[src/rtl/vga_timing_core.sv]
// 640x480@60 scan counters with registered sync/colour pins; sync and colour lag x/y by one clk.
// enable only gates the counters; the pin stage samples every cycle.
module vga_timing_core (
    input  logic       clk,
    input  logic       rst,
    input  logic       enable,
    input  logic [5:0] rgb_in,
    output logic [9:0] x,
    output logic [9:0] y,
    output logic       active,
    output logic       next_frame,
    output logic [7:0] frame_count,
    output logic       hsync,
    output logic       vsync,
    output logic [5:0] rgb_out
);

    localparam logic [9:0] H_VISIBLE    = 10'd640;
    localparam logic [9:0] H_FRONT      = 10'd16;
    localparam logic [9:0] H_SYNC       = 10'd96;
    localparam logic [9:0] H_LAST       = 10'd799;
    localparam logic [9:0] V_VISIBLE    = 10'd480;
    localparam logic [9:0] V_FRONT      = 10'd10;
    localparam logic [9:0] V_SYNC       = 10'd2;
    localparam logic [9:0] V_LAST       = 10'd524;

    localparam logic [9:0] H_SYNC_FIRST = H_VISIBLE + H_FRONT;
    localparam logic [9:0] H_SYNC_LAST  = H_VISIBLE + H_FRONT + H_SYNC - 10'd1;
    localparam logic [9:0] V_SYNC_FIRST = V_VISIBLE + V_FRONT;
    localparam logic [9:0] V_SYNC_LAST  = V_VISIBLE + V_FRONT + V_SYNC - 10'd1;

    logic [9:0] h_count;
    logic [9:0] v_count;
    logic       h_last;
    logic       v_last;
    logic       hsync_raw;
    logic       vsync_raw;

    assign x      = h_count;
    assign y      = v_count;
    assign h_last = (h_count == H_LAST);
    assign v_last = (v_count == V_LAST);

    assign active     = (h_count < H_VISIBLE) && (v_count < V_VISIBLE);
    // Gated by enable so a paused scan parked at the frame boundary emits nothing.
    assign next_frame = enable && (h_count == 10'd0) && (v_count == V_VISIBLE);

    assign hsync_raw = !((h_count >= H_SYNC_FIRST) && (h_count <= H_SYNC_LAST));
    assign vsync_raw = !((v_count >= V_SYNC_FIRST) && (v_count <= V_SYNC_LAST));

    always_ff @(posedge clk or posedge rst) begin
        if (rst) begin
            h_count <= 10'd0;
            v_count <= 10'd0;
        end else if (enable) begin
            if (h_last) begin
                h_count <= 10'd0;
                v_count <= v_last ? 10'd0 : v_count + 10'd1;
            end else begin
                h_count <= h_count + 10'd1;
            end
        end
    end

    always_ff @(posedge clk or posedge rst) begin
        if (rst) begin
            frame_count <= 8'd0;
        end else if (next_frame) begin
            frame_count <= frame_count + 8'd1;
        end
    end

    always_ff @(posedge clk or posedge rst) begin
        if (rst) begin
            hsync   <= 1'b1;
            vsync   <= 1'b1;
            rgb_out <= 6'd0;
        end else begin
            hsync   <= hsync_raw;
            vsync   <= vsync_raw;
            rgb_out <= active ? rgb_in : 6'd0;
        end
    end

endmodule

[config.mk]
export PLATFORM = sky130hd
export DESIGN_NAME = vga_timing_core
export DESIGN_NICKNAME = d
export VERILOG_FILES = /design/src/rtl/vga_timing_core.sv
export SDC_FILE = /design/constraint.sdc
export NUM_CORES = 1
export LEC_CHECK = 0
export ABC_AREA = 1
export CAP_MARGIN = 40
export CORE_UTILIZATION = 51
export CTS_BUF_LIST = sky130_fd_sc_hd__clkbuf_16
export CTS_CLUSTER_DIAMETER = 120
export CTS_CLUSTER_SIZE = 16
export DETAILED_ROUTE_END_ITERATION = 7
export PLACE_DENSITY = 0.8
export REMOVE_ABC_BUFFERS = 1
export SYNTH_ARGS = -nofsm -noshare
export SYNTH_HDL_FRONTEND = slang
export SYNTH_SLANG_ARGS = --single-unit
[constraint.sdc]
create_clock -name clk -period 1.5 [get_ports clk]
set_input_delay 0.3 -clock clk [delete_from_list [all_inputs] [get_ports clk]]
set_output_delay 0.3 -clock clk [all_outputs]
set_load 0.02 [all_outputs]
==> results of run 1 <==
[flip-flops by register name, summed over array words and instances, names as in the netlist]
register / cells
frame_count: 8
x: 10
hsync: 1
vsync: 1
rgb_out: 6
y: 10
[stage by stage]
step | worst slack, ps | hold slack (ps)
after floorplan | -37.34 | 388.8
after global placement | -702.6 | 536.0
after detailed placement | -736.7 | 538.0
after CTS | -285.7 | 387.4
after global routing | -502.6 | 412.0
final | -415.9 | 379.4
[power groups by stage]
stage	Clock [mW]	Combinational, mW	Sequential (mW)
after global routing	1.21	3.30	1.39
after global placement	0	2.49	1.34
final	1.18	3.12	1.38
after detailed placement	0	2.55	1.34
after CTS	1.16	2.68	1.34
after floorplan	0	0.860	1.78
[kinds of logic (layout without fill, tap and decap cells)]
group / Yosys count / count (layout) / synth area share
buffers and inverters: 55 / 163 / 0.1040
flip-flops: 36 / 36 / 0.4038
AND/OR/NAND/NOR: 159 / 161 / 0.3496
AO/OA/AOI/OAI: 29 / 29 / 0.07941
XOR/XNOR: 9 / 9 / 0.03524
adder cells (fa/ha/maj): 5 / 5 / 0.02796
[per-layer routing]
layer	up-vias	share of wire
met5	-	0
met4	0	0.043
met3	37	0.079
met2	179	0.51
met1	1221	0.37
li1	1141	-
[worst min path at each step]
stage                              start             end  slack [ps]
after global routing                 rst            y[6]         410
after CTS                            rst      rgb_out[0]         390
final                                rst      rgb_out[1]         380
after detailed placement  frame_count[1]  frame_count[1]         540
after global placement    frame_count[1]  frame_count[1]         540
after floorplan                   enable            x[4]         390
[cell usage after synthesis (all sizes together) (3+ instances only)]
cell / number / area share
nand2: 65 / 0.12
nor2: 52 / 0.12
inv: 50 / 0.085
dfrtp: 34 / 0.38
nand3: 31 / 0.076
o21ai: 13 / 0.029
a21oi: 9 / 0.027
nand4: 7 / 0.026
o21bai: 7 / 0.023
xor2: 7 / 0.027
ha: 5 / 0.028
buf: 4 / 0.017
nor3: 3 / 0.0067
[area by class of cell]
cell class | instances | area, um2
Multi-Input combinational cell | 204 | 1336
Sequential cell | 36 | 907.1
Timing Repair Buffer | 104 | 888.4
Fill cell | 197 | 556.8
Clock inverter | 3 | 37.54
Clock buffer | 5 | 125.1
Inverter | 51 | 201.4
Tap cell | 50 | 62.56
[critical path: cells and delay by family (launching register included)]
| kind | cells | cell delay, ps |
|---|---|---|
| fa+ha+maj | 1 | 170 |
| buf+inv | 4 | 350 |
| flops | 1 | 400 |
| simple gates | 4 | 410 |
[repair_timing]
item | in CTS | in global routing
cloned | 2 | 0
setup buffers | 7 | 11
pin swaps | 11 | 24
endpoints found under the setup margin | 49 | 38
hold buffers | 0 | 0
gates resized for setup | 62 | 61
==> run_summary.xml, run 1 <==
<?xml version="1.0" encoding="UTF-8"?>
<metrics>
  <group name="sta">
    <metric name="finalCriticalPeriod" unit="ps">1916</metric>
    <metric name="timing_worst_slew_pin_value" unit="ps">351.7</metric>
    <metric name="final.setup.worst_slack" unit="ps">-415.9</metric>
    <metric name="setup_total_negative_slack" unit="ps">-1812</metric>
    <metric name="slew_headroom" unit="">0.7637</metric>
    <metric name="fin_worst_skew" unit="ps">4.795</metric>
    <metric name="layout_worst_path_cycle_share" unit="">1.277</metric>
    <metric name="finalHoldViolCount" unit="">0</metric>
    <metric name="finalSetupViolCount" unit="">20</metric>
    <metric name="max_freq" unit="MHz">521.9</metric>
    <metric name="finalMaxSlewViolations" unit="">0</metric>
    <metric name="setup_repair_after_global_routing_missed_its_margin" unit="">yes</metric>
  </group>
  <group name="cts">
    <metric name="clk_path_buf_depth" unit="">2</metric>
    <metric name="clockRootBuffer" unit="">sky130_fd_sc_hd__clkbuf_16</metric>
    <metric name="clkTransAtPathRegs" unit="ps">60</metric>
    <metric name="cts.htree.levels" unit="">2</metric>
    <metric name="clock_sinks" unit="">36</metric>
    <metric name="cts_tree" unit="">yes</metric>
    <metric name="tritoncts.num_buffers" unit="">5</metric>
    <metric name="clkLatencyLatePin" unit="ps">280</metric>
  </group>
  <group name="pwr">
    <metric name="total_power_per_unit_cell_area" unit="nW/um2">1596</metric>
    <metric name="power_frac_seq" unit="">0.243</metric>
    <metric name="worst_ir_drop_vdd" unit="uV">1108</metric>
    <metric name="p_leak" unit="nW">1.861</metric>
    <metric name="power.switching" unit="mW">2.407</metric>
    <metric name="power.combinational.fraction" unit="">0.549</metric>
    <metric name="switching_share" unit="">0.4237</metric>
    <metric name="clkPwrFrac" unit="">0.208</metric>
    <metric name="internal_power" unit="mW">3.273</metric>
    <metric name="fin_total_pwr" unit="mW">5.680</metric>
  </group>
  <group name="yosys">
    <metric name="synth-async-reset-ratio" unit="">1.000</metric>
    <metric name="synth.distinct_cells" unit="">29</metric>
    <metric name="synth_seq_cells" unit="">36</metric>
    <metric name="synth_sequential_area_ratio" unit="">0.4038</metric>
    <metric name="syn_inst" unit="">293</metric>
    <metric name="netlist_area" unit="um2">2237</metric>
    <metric name="edff_count_synth" unit="">0</metric>
    <metric name="synth_ff_type" unit="">sky130_fd_sc_hd__dfrtp_1</metric>
    <metric name="syn-mean-instance-area" unit="um2">7.635</metric>
    <metric name="warning_count_from_the_yosys_run" unit="">0</metric>
  </group>
  <group name="die">
    <metric name="floorplan.core_area" unit="um2">4115</metric>
    <metric name="rows" unit="">23</metric>
    <metric name="initial_utilization" unit="">0.5436</metric>
    <metric name="floorplan.die_area" unit="um2">4655</metric>
    <metric name="fp.dieW" unit="um">68.23</metric>
    <metric name="io_pins" unit="">47</metric>
    <metric name="die-height" unit="um">68.23</metric>
  </group>
  <group name="worst_setup_path">
    <metric name="crit_path_top_delay_cell" unit="">sky130_fd_sc_hd__dfrtp_1</metric>
    <metric name="r2r.worst_path.cells" unit="">8</metric>
    <metric name="critPathMaxFanout" unit="">3</metric>
    <metric name="worstPathArrival" unit="ps">1620</metric>
    <metric name="regToRegSetupSlack" unit="ps">-140</metric>
    <metric name="path_cells" unit="">inv_2, ha_4, inv_2, nor2_2, nand4_1, nor2_1, nand2_2, inv_2, buf_6</metric>
    <metric name="critical_path.max_stage_delay" unit="ps">400</metric>
    <metric name="worst_setup_path_end_kind" unit="">primary output</metric>
    <metric name="crit_path_end" unit="">next_frame</metric>
    <metric name="endpoint_of_the_most_critical_register_to_register_path" unit="">frame_count[5]</metric>
    <metric name="critical_path_required" unit="ps">1200</metric>
    <metric name="startpoint" unit="">x[0]</metric>
    <metric name="crit_path_frequent_cell" unit="">sky130_fd_sc_hd__inv_2</metric>
    <metric name="cp-start-kind" unit="">register</metric>
    <metric name="crit_path_class" unit="">reg2out</metric>
    <metric name="regToRegStartpoint" unit="">x[3]</metric>
  </group>
  <group name="cells_and_area">
    <metric name="post_route_cell_area" unit="um2">3558</metric>
    <metric name="synthToLayoutAreaGrowth" unit="%">59.06</metric>
    <metric name="final_core_utilization" unit="">0.8647</metric>
    <metric name="nets" unit="">416</metric>
    <metric name="diodes" unit="">0</metric>
    <metric name="mostFrequentLayoutCell" unit="">sky130_fd_sc_hd__nand2_1</metric>
    <metric name="finalNonFillerCells" unit="">453</metric>
    <metric name="final_layout_size_suffix_gt1_frac" unit="">0.3499</metric>
    <metric name="most-common-layout-cells" unit="">sky130_fd_sc_hd__nand2_1 (57), sky130_fd_sc_hd__buf_4 (54), sky130_fd_sc_hd__inv_1 (39)</metric>
  </group>
  <group name="global_routing">
    <metric name="met2_resource_use_gr" unit="">0.5527</metric>
    <metric name="gr-max-usage-layer" unit="">met2</metric>
    <metric name="met1_track_demand_over_resource" unit="">0.3559</metric>
    <metric name="antenna_violations_before_repair" unit="">0</metric>
    <metric name="via_count_of_the_first_global_routing_pass" unit="">2368</metric>
    <metric name="grt_use_total" unit="">0.3249</metric>
    <metric name="grt_first_pass_wirelength" unit="um">10900</metric>
    <metric name="grt_max_degree" unit="">37</metric>
    <metric name="grt_overflow" unit="">0</metric>
    <metric name="globalRouteMet3Util" unit="">0.08000</metric>
  </group>
  <group name="drt">
    <metric name="wl_per_cell" unit="um">17.75</metric>
    <metric name="finalWirelength" unit="um">8043</metric>
    <metric name="drt_iter0_drc" unit="">246</metric>
    <metric name="vias" unit="">2578</metric>
    <metric name="average_vias_per_placed_instance" unit="">5.691</metric>
    <metric name="route.detailed.drc" unit="">0</metric>
    <metric name="antenna_violating_nets_post_route" unit="">0</metric>
    <metric name="firstDrtPassIters" unit="">5</metric>
  </group>
  <group name="run_status">
    <metric name="violations" unit="">setup timing</metric>
    <metric name="run_status" unit="">finished with violations</metric>
  </group>
  <group name="flow_run">
    <metric name="maxCapViolCount" unit="">0</metric>
  </group>
  <group name="hold_path">
    <metric name="min_path_type" unit="">in2async</metric>
  </group>
  <group name="placed_design">
    <metric name="place.detailed.instances" unit="">427</metric>
    <metric name="globalplace.congestion" unit="">0.8721</metric>
    <metric name="placedInstanceArea" unit="um2">3049</metric>
    <metric name="dpl.hpwl" unit="um">3926</metric>
    <metric name="numPortBuffers" unit="">46</metric>
  </group>
</metrics>
No activity file was read; power rests on OpenSTA's default activity.
==> run 2, diff against run 1 <==
--- a/config.mk
+++ b/config.mk
@@ -7,12 +7,12 @@
 export LEC_CHECK = 0
 export ABC_AREA = 1
 export CAP_MARGIN = 40
-export CORE_UTILIZATION = 51
+export CORE_UTILIZATION = 25
 export CTS_BUF_LIST = sky130_fd_sc_hd__clkbuf_16
 export CTS_CLUSTER_DIAMETER = 120
 export CTS_CLUSTER_SIZE = 16
 export DETAILED_ROUTE_END_ITERATION = 7
-export PLACE_DENSITY = 0.8
+export PLACE_DENSITY = 0.44
 export REMOVE_ABC_BUFFERS = 1
 export SYNTH_ARGS = -nofsm -noshare
 export SYNTH_HDL_FRONTEND = slang
==> run 2 against run 1 <==
Effect of this change: the flow still finishes with violations (setup timing); cell area decreased by 2.1%; global-route usage fell by 19 points; die area is 100% higher; clock power about the same; first-iteration DRC count fell by 70%; count of clock-buffer cells in the layout is the same; non-clock buffer count fell by 10; cell count up 10%; register-to-register slack improved by 150 ps.
==> run_summary.xml, run 2 (synthesis results as in run 1) <==
<?xml version="1.0" encoding="UTF-8"?>
<metrics>
  <group name="run_status">
    <metric name="run_status" unit="">finished with violations</metric>
    <metric name="violations" unit="">setup timing</metric>
  </group>
  <group name="worst_setup_path">
    <metric name="critical_path_required" unit="ps">1200</metric>
    <metric name="cpLargestDelayFamily" unit="">flip-flops</metric>
    <metric name="r2r.worst_path.cells" unit="">7</metric>
    <metric name="worst_setup_path_end_kind" unit="">primary output</metric>
    <metric name="critical_path.max_stage_delay" unit="ps">380</metric>
    <metric name="cp-start-kind" unit="">register</metric>
    <metric name="crit_path_frequent_cell" unit="">sky130_fd_sc_hd__inv_2</metric>
    <metric name="worstPathBufferInverterCount" unit="">4</metric>
    <metric name="worstPathArrival" unit="ps">1490</metric>
    <metric name="crit_path_class" unit="">reg2out</metric>
    <metric name="path_cells" unit="">inv_2, ha_4, inv_2, nor2_2, nand4_1, nor2_1, nand2_1, inv_1, buf_6</metric>
    <metric name="critPathMaxFanout" unit="">3</metric>
    <metric name="crit_path_top_delay_cell" unit="">sky130_fd_sc_hd__dfrtp_1</metric>
    <metric name="critical_path_depth" unit="">9</metric>
  </group>
  <group name="die">
    <metric name="floorplan.core_area" unit="um2">8678</metric>
    <metric name="rows" unit="">34</metric>
    <metric name="floorplan.die_area" unit="um2">9331</metric>
    <metric name="fp.dieW" unit="um">96.60</metric>
    <metric name="die-height" unit="um">96.60</metric>
    <metric name="initial_utilization" unit="">0.2578</metric>
    <metric name="io_pins" unit="">47</metric>
  </group>
  <group name="drt">
    <metric name="firstDrtPassIters" unit="">4</metric>
    <metric name="finalWirelength" unit="um">6034</metric>
    <metric name="vias" unit="">2154</metric>
    <metric name="antenna_violating_nets_post_route" unit="">0</metric>
    <metric name="route.detailed.drc" unit="">0</metric>
    <metric name="drt_iter0_drc" unit="">75</metric>
    <metric name="average_vias_per_placed_instance" unit="">4.308</metric>
    <metric name="wl_per_cell" unit="um">12.07</metric>
  </group>
  <group name="cells_and_area">
    <metric name="finalNonFillerCells" unit="">500</metric>
    <metric name="final_layout_size_suffix_gt1_frac" unit="">0.2934</metric>
    <metric name="synthToLayoutAreaGrowth" unit="%">55.70</metric>
    <metric name="final-seq-area" unit="um2">905.9</metric>
    <metric name="mostFrequentLayoutCell" unit="">sky130_fd_sc_hd__nand2_1</metric>
    <metric name="most-common-layout-cells" unit="">sky130_fd_sc_hd__nand2_1 (57), sky130_fd_sc_hd__buf_4 (44), sky130_fd_sc_hd__inv_1 (42)</metric>
    <metric name="nets" unit="">405</metric>
    <metric name="fillerInstances" unit="">929</metric>
    <metric name="diodes" unit="">0</metric>
    <metric name="multi_input_comb_area" unit="um2">1264</metric>
  </group>
  <group name="global_routing">
    <metric name="grt_overflow" unit="">0</metric>
    <metric name="antenna_violations_before_repair" unit="">0</metric>
    <metric name="grt_use_total" unit="">0.1390</metric>
    <metric name="via_count_of_the_first_global_routing_pass" unit="">2038</metric>
    <metric name="grt_first_pass_wirelength" unit="um">9818</metric>
    <metric name="grt_max_degree" unit="">37</metric>
  </group>
  <group name="sta">
    <metric name="setup_total_negative_slack" unit="ps">-390.9</metric>
    <metric name="finalHoldViolCount" unit="">0</metric>
    <metric name="slew_headroom" unit="">0.8019</metric>
    <metric name="finalSetupViolCount" unit="">2</metric>
    <metric name="finalCriticalPeriod" unit="ps">1786</metric>
    <metric name="timing_worst_slew_pin_value" unit="ps">296.0</metric>
    <metric name="finalMaxSlewViolations" unit="">0</metric>
    <metric name="layout_worst_path_cycle_share" unit="">1.191</metric>
    <metric name="fin_worst_skew" unit="ps">5.328</metric>
    <metric name="setup_repair_after_global_routing_missed_its_margin" unit="">yes</metric>
    <metric name="max_freq" unit="MHz">559.8</metric>
    <metric name="final.setup.worst_slack" unit="ps">-286.3</metric>
  </group>
  <group name="cts">
    <metric name="cts_tree" unit="">yes</metric>
    <metric name="hold_buffer_count_at_cts" unit="">0</metric>
    <metric name="clkLatencyLatePin" unit="ps">280</metric>
    <metric name="clk_path_buf_depth" unit="">2</metric>
    <metric name="clkTransAtPathRegs" unit="ps">60</metric>
    <metric name="tritoncts.num_buffers" unit="">5</metric>
    <metric name="clockRootBuffer" unit="">sky130_fd_sc_hd__clkbuf_16</metric>
    <metric name="cts.htree.levels" unit="">2</metric>
    <metric name="clock_sinks" unit="">36</metric>
  </group>
  <group name="placed_design">
    <metric name="dpl.hpwl" unit="um">4364</metric>
    <metric name="numPortBuffers" unit="">46</metric>
    <metric name="place.detailed.instances" unit="">487</metric>
    <metric name="globalplace.congestion" unit="">0.7697</metric>
  </group>
  <group name="flow_run">
    <metric name="maxCapViolCount" unit="">0</metric>
  </group>
  <group name="hold_path">
    <metric name="min_path_type" unit="">in2async</metric>
  </group>
  <group name="pwr">
    <metric name="fin_total_pwr" unit="mW">5.234</metric>
    <metric name="worst_ir_drop_vdd" unit="uV">741.7</metric>
    <metric name="p_leak" unit="nW">1.809</metric>
    <metric name="total_power_per_unit_cell_area" unit="nW/um2">1503</metric>
  </group>
</metrics>
## run 2: cell types whose count changed in the layout (fill, tap and decap cells not counted), moves of 3 or more
cell / before / now
sky130_fd_sc_hd__nor2_1: 32 / 37
sky130_fd_sc_hd__nand3_1: 17 / 24
sky130_fd_sc_hd__nor2_2: 9 / 5
sky130_fd_sc_hd__nand3_2: 11 / 4
sky130_fd_sc_hd__buf_4: 54 / 44
sky130_fd_sc_hd__inv_1: 39 / 42
## run 2: stage by stage
stage / setup WS (ps) / hold slack (ps) / utilization / cell area [um2]
CTS: -326.8 / 395.0 / 0.3875 / 3363
detailed placement: -795.1 / 537.5 / 0.3614 / 3137
global route: -383.8 / 419.5 / 0.4014 / 3483
global placement: -784.0 / 537.1 / 0.3614 / 3137
floorplan: -37.34 / 388.8 / - / 2198
finish: -286.3 / 382.5 / 0.4014 / 3483
## run 2: where the power goes
part | switching (mW) | total, mW | internal [mW]
clock | 0.405 | 1.18 | 0.775
combinational | 1.56 | 2.73 | 1.17
sequential | 0.125 | 1.32 | 1.20
## run 2: repair_timing
item	4_1_cts	5_1_grt
endpoints found under the setup margin	48	32
resized for setup	66	38
pin swaps	11	20
cloned	1	0
hold endpoints to repair	0	0
setup buffers	3	3
## run 2: path summary, 6_finish.rpt
check                            endpoint  slack, ps      startpoint
max reg2reg                frame_count[4]         10            y[1]
min reg2reg                frame_count[1]        530  frame_count[1]
min in group clk           frame_count[1]        530  frame_count[1]
min                        frame_count[7]        380             rst
max                            next_frame       -290            x[0]
max in group asynchronous           vsync        870             rst
## run 2: cell type report
class                           instances  area share
Timing Repair Buffer                   94      0.2335
Multi-Input combinational cell        203      0.3628
Clock inverter                          3     0.01114
Sequential cell                        36      0.2601
Clock buffer                            5     0.03592
Inverter                               51     0.05783
Tap cell                              108     0.03879
## run 2: layer usage
metal / wire length, um / global-route usage / vias to the layer above
met3: 259 / 0.02426 / 5
met2: 2810 / 0.2300 / 42
li1: - / - / 1124
met5: 0 / 0 / -
met1: 2908 / 0.1860 / 983
met4: 56 / 0.03676 / 0
## run 2: worst min-delay path, cell delays in order
cell                              delay [ps]
sky130_fd_sc_hd__clkdlybuf4s50_1         400
sky130_fd_sc_hd__inv_1                    90
sky130_fd_sc_hd__buf_12                  230
